$ cat src/rtl/vga_sync_gen.sv
// vga_sync_gen: raster timing generator with active-low Hsync/Vsync, DE and aligned pixel coordinates.
// Optional feature macro VGASYNC_PIXADDR_EN adds the linear active-pixel address output pixaddr.
module vga_sync_gen #(
   parameter int HSIZE = 640,
   parameter int HFP   = 16,
   parameter int HSW   = 96,
   parameter int HBP   = 48,
   parameter int VSIZE = 480,
   parameter int VFP   = 10,
   parameter int VSW   = 2,
   parameter int VBP   = 33
) (
   input  logic        CLK,
   input  logic        RESET,
   input  logic        CE,
   output logic        Hsync,
   output logic        Vsync,
   output logic        DE,
   output logic [13:0] hpos,
   output logic [11:0] vpos,
   output logic        frame_start
`ifdef VGASYNC_PIXADDR_EN
   ,
   output logic [23:0] pixaddr
`endif
);

   localparam int HTOTAL = HSIZE + HFP + HSW + HBP;
   localparam int VTOTAL = VSIZE + VFP + VSW + VBP;

   localparam logic [13:0] H_ACT  = 14'(HSIZE);
   localparam logic [13:0] HS_BEG = 14'(HSIZE + HFP);
   localparam logic [13:0] HS_END = 14'(HSIZE + HFP + HSW);
   localparam logic [13:0] H_LAST = 14'(HTOTAL - 1);
   localparam logic [11:0] V_ACT  = 12'(VSIZE);
   localparam logic [11:0] VS_BEG = 12'(VSIZE + VFP);
   localparam logic [11:0] VS_END = 12'(VSIZE + VFP + VSW);
   localparam logic [11:0] V_LAST = 12'(VTOTAL - 1);

   logic [13:0] r_h;
   logic [11:0] r_v;
   logic        r_hsync;
   logic        r_vsync;
   logic        r_de;
   logic [13:0] r_hpos;
   logic [11:0] r_vpos;
   logic        r_frame_start;

   logic        w_h_active;
   logic        w_v_active;
   logic        w_h_sync;
   logic        w_v_sync;
   logic        w_first;
   logic        w_h_last;
   logic        w_v_last;
   logic [13:0] w_h_next;
   logic [11:0] w_v_next;

   assign w_h_active = (r_h < H_ACT);
   assign w_v_active = (r_v < V_ACT);
   assign w_h_sync   = (r_h >= HS_BEG) && (r_h < HS_END);
   assign w_v_sync   = (r_v >= VS_BEG) && (r_v < VS_END);
   assign w_first    = (r_h == 14'd0) && (r_v == 12'd0);

   // Wrap on >= so a corrupted counter can never run past the raster.
   assign w_h_last = (r_h >= H_LAST);
   assign w_v_last = (r_v >= V_LAST);
   assign w_h_next = w_h_last ? 14'd0 : r_h + 14'd1;
   assign w_v_next = w_h_last ? (w_v_last ? 12'd0 : r_v + 12'd1) : r_v;

   always_ff @(posedge CLK) begin
      if (RESET) begin
         r_h           <= 14'd0;
         r_v           <= 12'd0;
         r_hsync       <= 1'b1;
         r_vsync       <= 1'b1;
         r_de          <= 1'b0;
         r_hpos        <= 14'd0;
         r_vpos        <= 12'd0;
         r_frame_start <= 1'b0;
      end else begin
         r_frame_start <= 1'b0;
         if (CE) begin
            r_hpos        <= r_h;
            r_vpos        <= r_v;
            r_de          <= w_h_active && w_v_active;
            r_hsync       <= ~w_h_sync;
            r_vsync       <= ~w_v_sync;
            r_frame_start <= w_first;
            r_h           <= w_h_next;
            r_v           <= w_v_next;
         end
      end
   end

   assign Hsync       = r_hsync;
   assign Vsync       = r_vsync;
   assign DE          = r_de;
   assign hpos        = r_hpos;
   assign vpos        = r_vpos;
   assign frame_start = r_frame_start;

`ifdef VGASYNC_PIXADDR_EN
   logic [23:0] r_pixaddr;

   // Advance when the pixel being presented is active, so the last address holds through blanking.
   always_ff @(posedge CLK) begin
      if (RESET) begin
         r_pixaddr <= 24'd0;
      end else if (CE) begin
         if (w_first) begin
            r_pixaddr <= 24'd0;
         end else if (w_h_active && w_v_active) begin
            r_pixaddr <= r_pixaddr + 24'd1;
         end
      end
   end

   assign pixaddr = r_pixaddr;
`endif

endmodule

$ cat config.mk
export PLATFORM = sky130hd
export DESIGN_NAME = vga_sync_gen
export DESIGN_NICKNAME = d
export VERILOG_FILES = /design/src/rtl/vga_sync_gen.sv
export SDC_FILE = /design/constraint.sdc
export NUM_CORES = 1
export LEC_CHECK = 0
export CELL_PAD_IN_SITES_DETAIL_PLACEMENT = 1
export CELL_PAD_IN_SITES_GLOBAL_PLACEMENT = 1
export CORE_ASPECT_RATIO = 1.2
export CORE_MARGIN = 2
export CORE_UTILIZATION = 44
export DETAILED_ROUTE_END_ITERATION = 6
export PLACE_DENSITY = 0.86
export SLEW_MARGIN = 20
export SYNTH_ARGS = -nofsm -noshare
export SYNTH_HDL_FRONTEND = slang
export SYNTH_SLANG_ARGS = --single-unit
$ cat constraint.sdc
create_clock -name CLK -period 3.4 [get_ports CLK]
set_input_delay 1.02 -clock CLK [delete_from_list [all_inputs] [get_ports CLK]]
set_output_delay 1.02 -clock CLK [all_outputs]
set_load 0.02 [all_outputs]
Yosys cells after proc, flatten, opt, wreduce, memory -nomap -nowiden
Cells that the tools add are included.

Register bits after elaboration: 56. Bits of input ports: 3. Logic and storage cells: 31. Output and inout port bits: 30.

Mux-type cells: 2. Bitwise gates (word level): 3. Reductions and logical operators: 8. Order comparisons: 8. Add/subtract/negate cells: 2.

Operator list (count): 14-bit by 10-bit >= comparator with 1-bit output (second input constant) (2); 14-bit by 10-bit less-than comparator with 1-bit output (second input constant) (2); 12-bit by 9-bit less-than comparator with 1-bit output (second input constant) (2); 14-bit by 1-bit adder with 14-bit output (second input constant) (1); 14-bit zero test (1); 14-bit 2-to-1 mux (1); 12-bit by 1-bit adder with 12-bit output (second input constant) (1); 12-bit by 10-bit >= comparator with 1-bit output (second input constant) (1); 12-bit by 9-bit >= comparator with 1-bit output (second input constant) (1); 12-bit zero test (1); 12-bit 2-to-1 mux (1); 1-bit logical AND (4); 1-bit inverter (3); 2-bit AND reduction (1); 2-bit OR reduction (1).

Logic depth before layout (Yosys ltp)
Gate-level depths: netlist of the first run.

Depth in word-level cells: 3. Depth in mapped cells: 6. Mapped depth without buffers: 5.

Least setup slack after synthesis of the first run
Ideal clock, no wire load.

Path kind: input to register. Start: in CE. End: reg r_v[3]. Stages: 4. Library setup time: 126 ps. Buffers on the path: 2. Arrival: 1998 ps. Path slack: 1276 ps. Data required time: 3274 ps. Cells stage by stage: buf_1 > buf_1 > o221ai_1 > o2bb2ai_1.

Word-level cells in the longest chain between the ends: 1.

Ends and longest elaborated chain: start, declared (RTL line 15) `input logic CE,`; 2-bit AND reduction (no line); end signal, assigned (RTL line 91) `r_v <= w_v_next;`; end, declared (RTL line 41) `logic [11:0] r_v;`.

No other way between the ends. A chain may end at the register's enable or synchronous reset.

Worst setup path in the final report of the first run
Start: reg r_h[0]. End: reg r_v[7].

Word-level cells in the longest chain between the ends: 2.

Ends and longest elaborated chain: start, declared (RTL line 40) `logic [13:0] r_h;`; start signal, assigned (RTL line 90) `r_h <= w_h_next;`; 14-bit by 10-bit >= comparator with 1-bit output (RTL line 66) `assign w_h_last = (r_h >= H_LAST);`; 2-bit AND reduction (no line).

No other way between the ends.

==> metrics.cfg, run 1 <==
[run_status]
status = completed

[clock_tree]
clock_sinks = 56
cts_resized = 0
cts_buffer_depth = 2
clk_pin_slew_ns = 0.10
cts_tree = done
worstSkewPairLatency_ns = 0.31
cts_made_buffers = 5
cts_setup_buffers = 0
cts_max_level = 2
ctsHoldBuffers = 0
cts_root_buf = clkbuf_8

[setup_path]
cpLargestDelayFamily = compound AO/OA/AOI/OAI gates
crit_slowest_cell = o21a_1
end_kind = register
start_kind = register
path_cells = ha_1 -> nand4_1 -> a21oi_1 -> o21a_1 -> o221ai_1
timing.critical_path.buf_inv = 0
cp.required_ns = 3.56
path_class = register to register
crit_path_max_fanout = 22
crit_arrival_ns = 2.60
crit_path_max_incr_delay_ns = 0.75

[synth]
synth_fp_nets = 284
ys_ff_latch = 56
synth_cells = 277
syn_avg_cell_area_um2 = 8.95
yosys.cell_types.count = 43
synth_warnings = 0
netlist_area_um2 = 2480
ys_seq_area_frac = 0.452

[cells_and_area]
syn_to_final_growth_pct = 17.3
diodes = 0
multi_input_area_um2 = 1230
layout-drive-gt1-share = 0.0535
final_core_util = 0.541
nets = 305
regArea_um2 = 1120
stdcell_area_um2 = 2910
fill_cells = 641

[timing]
hold_viol = 0
fin_skew_ns = 0.00988
worst_pin_slew_ns = 0.838
drv_slew = 0
slew_headroom = 0.441
finalCriticalPeriod_ns = 2.44
rsz0062_at_grt = no
fmax_mhz = 411
setup_viol = 0
fin_crit_sh = 0.716
final.setup.tns_ns = 0

[run]
drv_cap = 0

[die]
io-pin-count = 33
core_area_um2 = 5370
fp.dieH_um = 86.2
die_area_um2 = 6250
die_w_um = 72.5
initial_core_util = 0.462
num_rows = 29

[routing]
postRouteAntennaNets = 0
drc = 0
wl_per_cell_um = 17.6
avgViaCountPerCell = 5.80
wl_um = 6360
drtIter0Drc = 120
first_pass_iters = 4
dr_total_vias = 2095

[worst_hold_path]
min_path_type = register to register

[grt]
grt-ovfl-total = 0
grt_max_degree = 33
grt_pass1_wl_um = 10700
grt_usage = 0.214
antenna_found_initial = 0
grt_pass1_vias = 2188

[power]
power.leakage_nw = 1.03
irDropWorstVdd_mv = 0.250
power_density_nw_per_um2 = 399
power_w = 0.00116

[place]
dp_hpwl_um = 4510
placed_cell_area_um2 = 2800
place.gp.congestion = 0.795
io_buffers = 32

[tightest hold or removal path: cells and delay by family (launching register included)]
| family | cells | cell delay (ns) |
|---|---|---|
| muxes | 1 | 0.07 |
| DFF | 1 | 0.34 |
| and+or+nand+nor | 1 | 0.07 |
[worst paths after layout]
kind / depth (start not counted) / slack, ns / startpoint / endpoint
worst min register to register: 2 / 0.50 / vpos[11] / vpos[11]
worst min-delay path: 2 / 0.50 / vpos[11] / vpos[11]
worst max register to register: 5 / 0.96 / r_h[0] / r_v[7]
worst max-delay path: 5 / 0.96 / r_h[0] / r_v[7]
[layout by cell type (no fill, tap or decap), drive strengths merged, types with 2 or more instances in the layout]
cell type      count
clkbuf             5
a211oi             2
nor4b              2
ha                 4
o32ai              2
and3               4
dfxtp             56
xor2               3
xnor2              8
nand3              6
o211ai             2
buf                5
nand4             12
mux2i             26
a21oi              3
nor3              17
nand2             24
o21ai              3
or4                3
inv                8
or3                4
clkdlybuf4s50     30
o2bb2ai            2
o221ai             7
clkinv             2
nor4               7
nor2              35
nor3b              2
[layout make-up]
cell class,instances,area share
multi-input cells,191,0.423
flip-flops and latches,56,0.386
inverters,9,0.0116
well taps,62,0.0267
repair buffers,35,0.114
clock inverters,3,0.0146
clock buffers,5,0.0237
[Yosys cell counts (all sizes together)]
cell | number | share of area
buf | 9 | 0.019
o211ai | 2 | 0.0081
xnor2 | 8 | 0.028
o221ai | 7 | 0.025
nor4 | 7 | 0.018
or4 | 3 | 0.0091
nand3b | 1 | 0.0030
a21oi | 3 | 0.0061
a31oi | 1 | 0.0025
nor3b | 2 | 0.0061
o32ai | 2 | 0.0071
inv | 8 | 0.012
a221oi | 1 | 0.0035
nand4 | 12 | 0.030
o22ai | 1 | 0.0025
nand4bb | 1 | 0.0045
o21a | 1 | 0.0030
or3 | 4 | 0.010
or2 | 1 | 0.0025
ha | 4 | 0.020
and3 | 4 | 0.010
xor2 | 3 | 0.011
nor4b | 2 | 0.0071
nand3 | 6 | 0.012
a31o | 1 | 0.0035
dfxtp | 56 | 0.45
and2 | 1 | 0.0025
clkbuf | 12 | 0.018
o2bb2ai | 2 | 0.0071
o2111ai | 1 | 0.0035
nand2 | 24 | 0.036
a211oi | 2 | 0.0061
nor2b | 1 | 0.0025
mux2i | 26 | 0.10
nor2 | 35 | 0.053
o21ai | 3 | 0.0061
nor3 | 17 | 0.034
clkinv | 1 | 0.0015
nor4bb | 1 | 0.0040
nand4b | 1 | 0.0035
[sequential cells by signal, indices dropped and copies added, names as in the netlist]
| name | count |
|---|---|
| Vsync | 1 |
| DE | 1 |
| hpos | 14 |
| r_v | 12 |
| r_h | 14 |
| vpos | 12 |
| frame_start | 1 |
| Hsync | 1 |
[power by group]
part	total, W	switching [W]	internal [W]
Clock	0.000439	0.000221	0.000218
Combinational	0.0000553	0.0000353	0.0000201
Sequential	0.000664	0.00000430	0.000660
[metal layers]
layer  share of wire  global-route usage  vias to the layer above
met5               0                   0                        -
met4           0.011              0.0774                        0
met3           0.025              0.0326                        6
met2            0.51               0.370                       29
met1            0.45               0.268                     1033
li1                -                   -                     1027
[per-stage QoR]
stage | hold slack (ns) | worst slack [ns] | cells
after global placement | 0.472 | 0.824 | 353
after floorplan | 0.450 | 1.28 | 277
after CTS | 0.514 | 0.938 | 361
final | 0.505 | 0.964 | 361
after global routing | 0.529 | 0.754 | 361
after detailed placement | 0.486 | 0.727 | 353
[kinds of logic after synthesis]
kind of cell / Yosys count / share of synthesized area
AO/OA/AOI/OAI: 27 / 0.0838
flip-flops: 56 / 0.452
multiplexers: 26 / 0.105
XOR/XNOR: 11 / 0.0389
buffers and inverters: 30 / 0.0510
AND/OR/NAND/NOR: 123 / 0.249
adder cells (fa/ha/maj): 4 / 0.0202
No activity file was read; power rests on OpenSTA's default activity.
==> inputs of run 2 (changes only) <==
Settings changed: CORE_UTILIZATION 44 to 37, PLACE_DENSITY 0.86 to 0.78.
Clock period 3.4 ns to 2.05 ns, I/O delays scaled along.
==> run 2 against run 1 <==
Net effect:
- clock power increased by 75%
- cell count is 8.6% higher
- setup slack lost 0.84 ns
- first-iteration DRC count fell by 55%
- clock-buffer cell count grew 1
- sequential share of layout area is 1.3 points lower
- wire length rose by 1.5%
- sequential power increased by 66%
- critical endpoint is now r_v[9]
==> metrics.cfg, run 2 (synthesis results as in run 1) <==
[worst_hold_path]
min_path_type = register to register  ; unchanged
min_from = Vsync  ; was vpos[11]

[clock_tree]
worstSkewPairLatency_ns = 0.32  ; was 0.31 ns
clock_sinks = 56  ; unchanged
cts_setup_buffers = 0  ; unchanged
cts_made_buffers = 5  ; unchanged
clk_pin_slew_ns = 0.10  ; about the same
cts_buffer_depth = 2  ; unchanged
cts_resized = 0  ; unchanged
cts_max_level = 2  ; unchanged
cts_root_buf = clkbuf_8  ; unchanged
ctsHoldBuffers = 0  ; unchanged
cts_tree = done  ; unchanged

[setup_path]
path_class = register to register  ; unchanged
crit_start = r_h[10]  ; was r_h[0]
crit_arrival_ns = 2.15  ; was 2.60 ns
crit_path_max_fanout = 15  ; was 22
end_kind = register  ; unchanged
r2r_start = r_h[10]  ; was r_h[0]
cp.required_ns = 2.27  ; was 3.56 ns
start_kind = register  ; unchanged

[grt]
grt_usage = 0.189  ; was 0.214
grt_pass1_wl_um = 10900  ; was 10700 um
antenna_found_initial = 0  ; unchanged
grt-ovfl-total = 0  ; unchanged
grt_pass1_vias = 2158  ; was 2188
grt_max_degree = 20  ; was 33

[cells_and_area]
mostFrequentLayoutCells = dfxtp_1 (56), nor2_1 (35), clkdlybuf4s50_1 (30)  ; unchanged
diodes = 0  ; unchanged
fill_cells = 774  ; was 641
layout-drive-gt1-share = 0.0782  ; was 0.0535
regArea_um2 = 1120  ; unchanged
final_core_util = 0.466  ; was 0.541
final_common_cell = dfxtp_1  ; unchanged
nets = 313  ; was 305
multi_input_area_um2 = 1230  ; unchanged
syn_to_final_growth_pct = 21.3  ; was 17.3%

[routing]
postRouteAntennaNets = 0  ; unchanged
first_pass_iters = 4  ; unchanged
drtIter0Drc = 54  ; was 120
avgViaCountPerCell = 5.51  ; was 5.80
dr.max_layer_used = met4  ; unchanged
wl_per_cell_um = 16.5  ; was 17.6 um
wl_met3_um = 195  ; was 158 um
dr_total_vias = 2158  ; was 2095
wl_um = 6460  ; was 6360 um
drc = 0  ; unchanged
wl_met1_um = 2770  ; was 2860 um
wl_met2_um = 3360  ; was 3270 um

[place]
place.gp.congestion = 0.766  ; was 0.795
dp_hpwl_um = 4610  ; was 4510 um
io_buffers = 32  ; unchanged

[die]
initial_core_util = 0.385  ; was 0.462
core_area_um2 = 6450  ; was 5370 um^2
die_area_um2 = 7370  ; was 6250 um^2
die_w_um = 78.7  ; was 72.5 um
io-pin-count = 33  ; unchanged
fp.dieH_um = 93.7  ; was 86.2 um
num_rows = 32  ; was 29

[run_status]
status = completed  ; unchanged

[timing]
hold_viol = 0  ; unchanged
fin_skew_ns = 0.0146  ; was 0.00988 ns
drv_slew = 0  ; unchanged
finalCriticalPeriod_ns = 1.93  ; was 2.44 ns
rsz0062_at_grt = no  ; unchanged
slew_headroom = 0.656  ; was 0.441
final.setup.tns_ns = 0  ; unchanged
worst_pin_slew_ns = 0.511  ; was 0.838 ns
fmax_mhz = 519  ; was 411 MHz
fin_crit_sh = 0.941  ; was 0.716
setup_viol = 0  ; unchanged

[power]
p_int_w = 0.00153  ; was 0.000898 W
power.leakage_nw = 1.08  ; was 1.03 nW
p_switching_w = 0.000437  ; was 0.000260 W
irDropWorstVdd_mv = 0.389  ; was 0.250 mV
power_density_nw_per_um2 = 655  ; was 399 nW/um^2
p_sw_frac = 0.222  ; was 0.225
combPwrFrac = 0.050  ; was 0.048
p_clk_frac = 0.391  ; was 0.379
pwr-share-seq = 0.559  ; was 0.573

[run]
drv_cap = 0  ; unchanged

[run 2: cell count changes in the layout (fill, tap and decap cells not counted)]
cell        change
clkinvlp_4      -1
buf_4           +8
clkinv_4        +1
clkinv_2        -1
clkbuf_8        +1
[run 2: cell type report]
cell class / count / share of cell area
Sequential cell: 56 / 0.373
Clock buffer: 6 / 0.0275
Multi-Input combinational cell: 191 / 0.409
Inverter: 9 / 0.0112
Clock inverter: 2 / 0.0129
Timing Repair Buffer: 43 / 0.131
Tap cell: 85 / 0.0354
[run 2: final timing paths]
path / slack (ns) / depth (start not counted) / endpoint
max: 0.12 / 4 / r_v[9]
max reg2reg: 0.12 / 4 / r_v[9]
min reg2reg: 0.50 / 2 / Vsync
min: 0.50 / 2 / Vsync
[run 2: through the flow]
step                setup slack, ns  area [um^2]  total power (W)  cells  hold slack [ns]
finish                        0.121         3010          0.00197    392            0.497
global route                 0.0344         3010          0.00204    392            0.531
CTS                          0.0873         3010          0.00199    392            0.502
detailed placement            0.104         2890          0.00122    384            0.479
global placement              0.171         2890          0.00122    384            0.472
floorplan                     0.331         2480          0.00119    277            0.450
[run 2: worst max-delay path: stages (launching register included)]
cell,delay [ns]
dfxtp_1,0.40
or4_1,0.69
o21a_1,0.26
buf_4,0.19
a221oi_1,0.29
[run 2: power by group through the flow]
stage	registers (W)	clock network [W]	logic [W]
6_report	0.00110	0.000770	0.0000977
5_1_grt	0.00110	0.000834	0.000107
4_1_cts	0.00110	0.000792	0.0000994
3_5_place_dp	0.00113	0	0.0000991
3_3_place_gp	0.00113	0	0.0000976
2_1_floorplan	0.00113	0	0.0000587
[run 2: layer usage]
| layer | up-vias | GRT usage |
|---|---|---|
| met1 | 1055 | 0.226 |
| met3 | 12 | 0.0327 |
| met2 | 40 | 0.335 |
| met4 | 0 | 0.0716 |
| met5 | - | 0 |
| li1 | 1051 | - |
==> inputs of run 3 (changes only) <==
Settings changed: PLACE_DENSITY 0.78 to default, PLACE_DENSITY_LB_ADDON from default to 0.15.
==> run 3 against run 2 <==
Net effect:
- setup slack improved by 0.019 ns
- via count decreased by 0.23%
- sequential share of layout area about the same
==> metrics.cfg, run 3 (synthesis results as in run 1) <==
[clock_tree]
ctsHoldBuffers = 0  ; unchanged
clock_sinks = 56  ; unchanged
cts_buffer_depth = 2  ; unchanged
cts_setup_buffers = 0  ; unchanged
cts_resized = 0  ; unchanged
cts_max_level = 2  ; unchanged
cts_root_buf = clkbuf_8  ; unchanged
cts_made_buffers = 5  ; unchanged
worstSkewPairLatency_ns = 0.30  ; was 0.32 ns
clk_pin_slew_ns = 0.10  ; about the same
cts_tree = done  ; unchanged

[setup_path]
r2r_start = r_h[10]  ; unchanged
timing.critical_path.buf_inv = 1  ; unchanged
crit_start = DE  ; was r_h[10]
crit_arrival_ns = 1.29  ; was 2.15 ns
start_kind = register  ; unchanged
path_cells = clkdlybuf4s50_1  ; was or4_1 -> o21a_1 -> buf_4 -> a221oi_1
crit_path_max_fanout = 2  ; was 15
cp.required_ns = 1.43  ; was 2.27 ns
cpLargestDelayFamily = buffers and inverters  ; was simple AND/OR/NAND/NOR gates
end_kind = output pin  ; was register
crit_slowest_cell = clkdlybuf4s50_1  ; was or4_1
path_class = register to output pin  ; was register to register
crit_path_max_incr_delay_ns = 0.62  ; was 0.69 ns

[grt]
grt-ovfl-total = 0  ; unchanged
use_met2 = 0.356  ; was 0.335
grt_usage = 0.189  ; about the same
use_met1 = 0.221  ; was 0.226
antenna_found_initial = 0  ; unchanged
grt_pass1_wl_um = 10900  ; about the same
use_met3 = 0.0298  ; was 0.0327
grt_max_degree = 31  ; was 20
grt_pass1_vias = 2205  ; was 2158
grt-busiest-layer = met2  ; unchanged

[worst_hold_path]
min_path_type = register to register  ; unchanged
min_from = Vsync  ; unchanged

[cells_and_area]
syn_to_final_growth_pct = 21.5  ; was 21.3%
diodes = 0  ; unchanged
stdcell_area_um2 = 3010  ; about the same
multi_input_area_um2 = 1230  ; about the same
mostFrequentLayoutCells = dfxtp_1 (56), nor2_1 (35), clkdlybuf4s50_1 (30)  ; unchanged
layout-drive-gt1-share = 0.0903  ; was 0.0782
regArea_um2 = 1120  ; unchanged
fill_cells = 760  ; was 774
final_common_cell = dfxtp_1  ; unchanged
final_core_util = 0.467  ; was 0.466
nets = 317  ; was 313

[place]
io_buffers = 32  ; unchanged
place.gp.congestion = 0.803  ; was 0.766
placed_cell_area_um2 = 2920  ; was 2890 um^2
dp_hpwl_um = 4670  ; was 4610 um
place_ws_ns = 0.109  ; was 0.104 ns

[timing]
fin_skew_ns = 0.00541  ; was 0.0146 ns
rsz0062_at_grt = no  ; unchanged
setup_viol = 0  ; unchanged
fin_crit_sh = 0.931  ; was 0.941
final.setup.tns_ns = 0  ; unchanged
drv_slew = 0  ; unchanged
setup_ws_ns = 0.141  ; was 0.121 ns
worst_pin_slew_ns = 0.487  ; was 0.511 ns
fmax_mhz = 524  ; was 519 MHz
slew_headroom = 0.672  ; was 0.656
finalCriticalPeriod_ns = 1.91  ; was 1.93 ns
hold_viol = 0  ; unchanged

[routing]
postRouteAntennaNets = 0  ; unchanged
dr_total_vias = 2153  ; was 2158
first_pass_iters = 4  ; unchanged
wl_um = 6490  ; was 6460 um
wl_per_cell_um = 16.4  ; was 16.5 um
avgViaCountPerCell = 5.45  ; was 5.51
drtIter0Drc = 74  ; was 54
drc = 0  ; unchanged

[power]
p_sw_frac = 0.230  ; was 0.222
irDropWorstVdd_mv = 0.386  ; was 0.389 mV
p_switching_w = 0.000419  ; was 0.000437 W
p_clk_frac = 0.343  ; was 0.391
p_int_w = 0.00140  ; was 0.00153 W
combPwrFrac = 0.053  ; was 0.050
pwr-share-seq = 0.605  ; was 0.559
power_density_nw_per_um2 = 605  ; was 655 nW/um^2
power.leakage_nw = 1.08  ; about the same

[die]
initial_core_util = 0.385  ; unchanged
num_rows = 32  ; unchanged
core_area_um2 = 6450  ; unchanged
die_w_um = 78.7  ; unchanged
io-pin-count = 33  ; unchanged
fp.dieH_um = 93.7  ; unchanged
die_area_um2 = 7370  ; unchanged

[run]
drv_cap = 0  ; unchanged

[run_status]
status = completed  ; unchanged

run 3: final timing paths:
kind,end,depth (start not counted),slack (ns)
max,DE,1,0.14
min,Vsync,2,0.50
max reg2reg,r_v[9],4,0.22
min reg2reg,Vsync,2,0.50
run 3: per-stage QoR:
step	hold slack, ns	std cells	total power [W]
after floorplan	0.450	277	0.00119
after global placement	0.471	388	0.00122
after detailed placement	0.481	388	0.00122
after CTS	0.504	395	0.00185
after global routing	0.531	395	0.00190
final	0.501	395	0.00182
run 3: final cells by class:
cell class,count,area share
clock inverter,1,0.00291
inverter,9,0.0112
tap,85,0.0353
clock buffer,6,0.0274
timing repair buffer,47,0.140
multi-input combinational,191,0.410
sequential,56,0.372
run 3: power by group through the flow:
stage                     clock network, W  registers, W   logic, W
after detailed placement                 0       0.00113  0.0000976
after global placement                   0       0.00113  0.0000961
after global routing              0.000693       0.00110   0.000105
after CTS                         0.000649       0.00110  0.0000980
after floorplan                          0       0.00113  0.0000587
final                             0.000624       0.00110  0.0000961
run 3: metal layers:
layer	vias to the layer above	share of wire
met5	-	0
met4	0	0.010
met3	4	0.024
met2	33	0.53
met1	1061	0.43
li1	1055	-
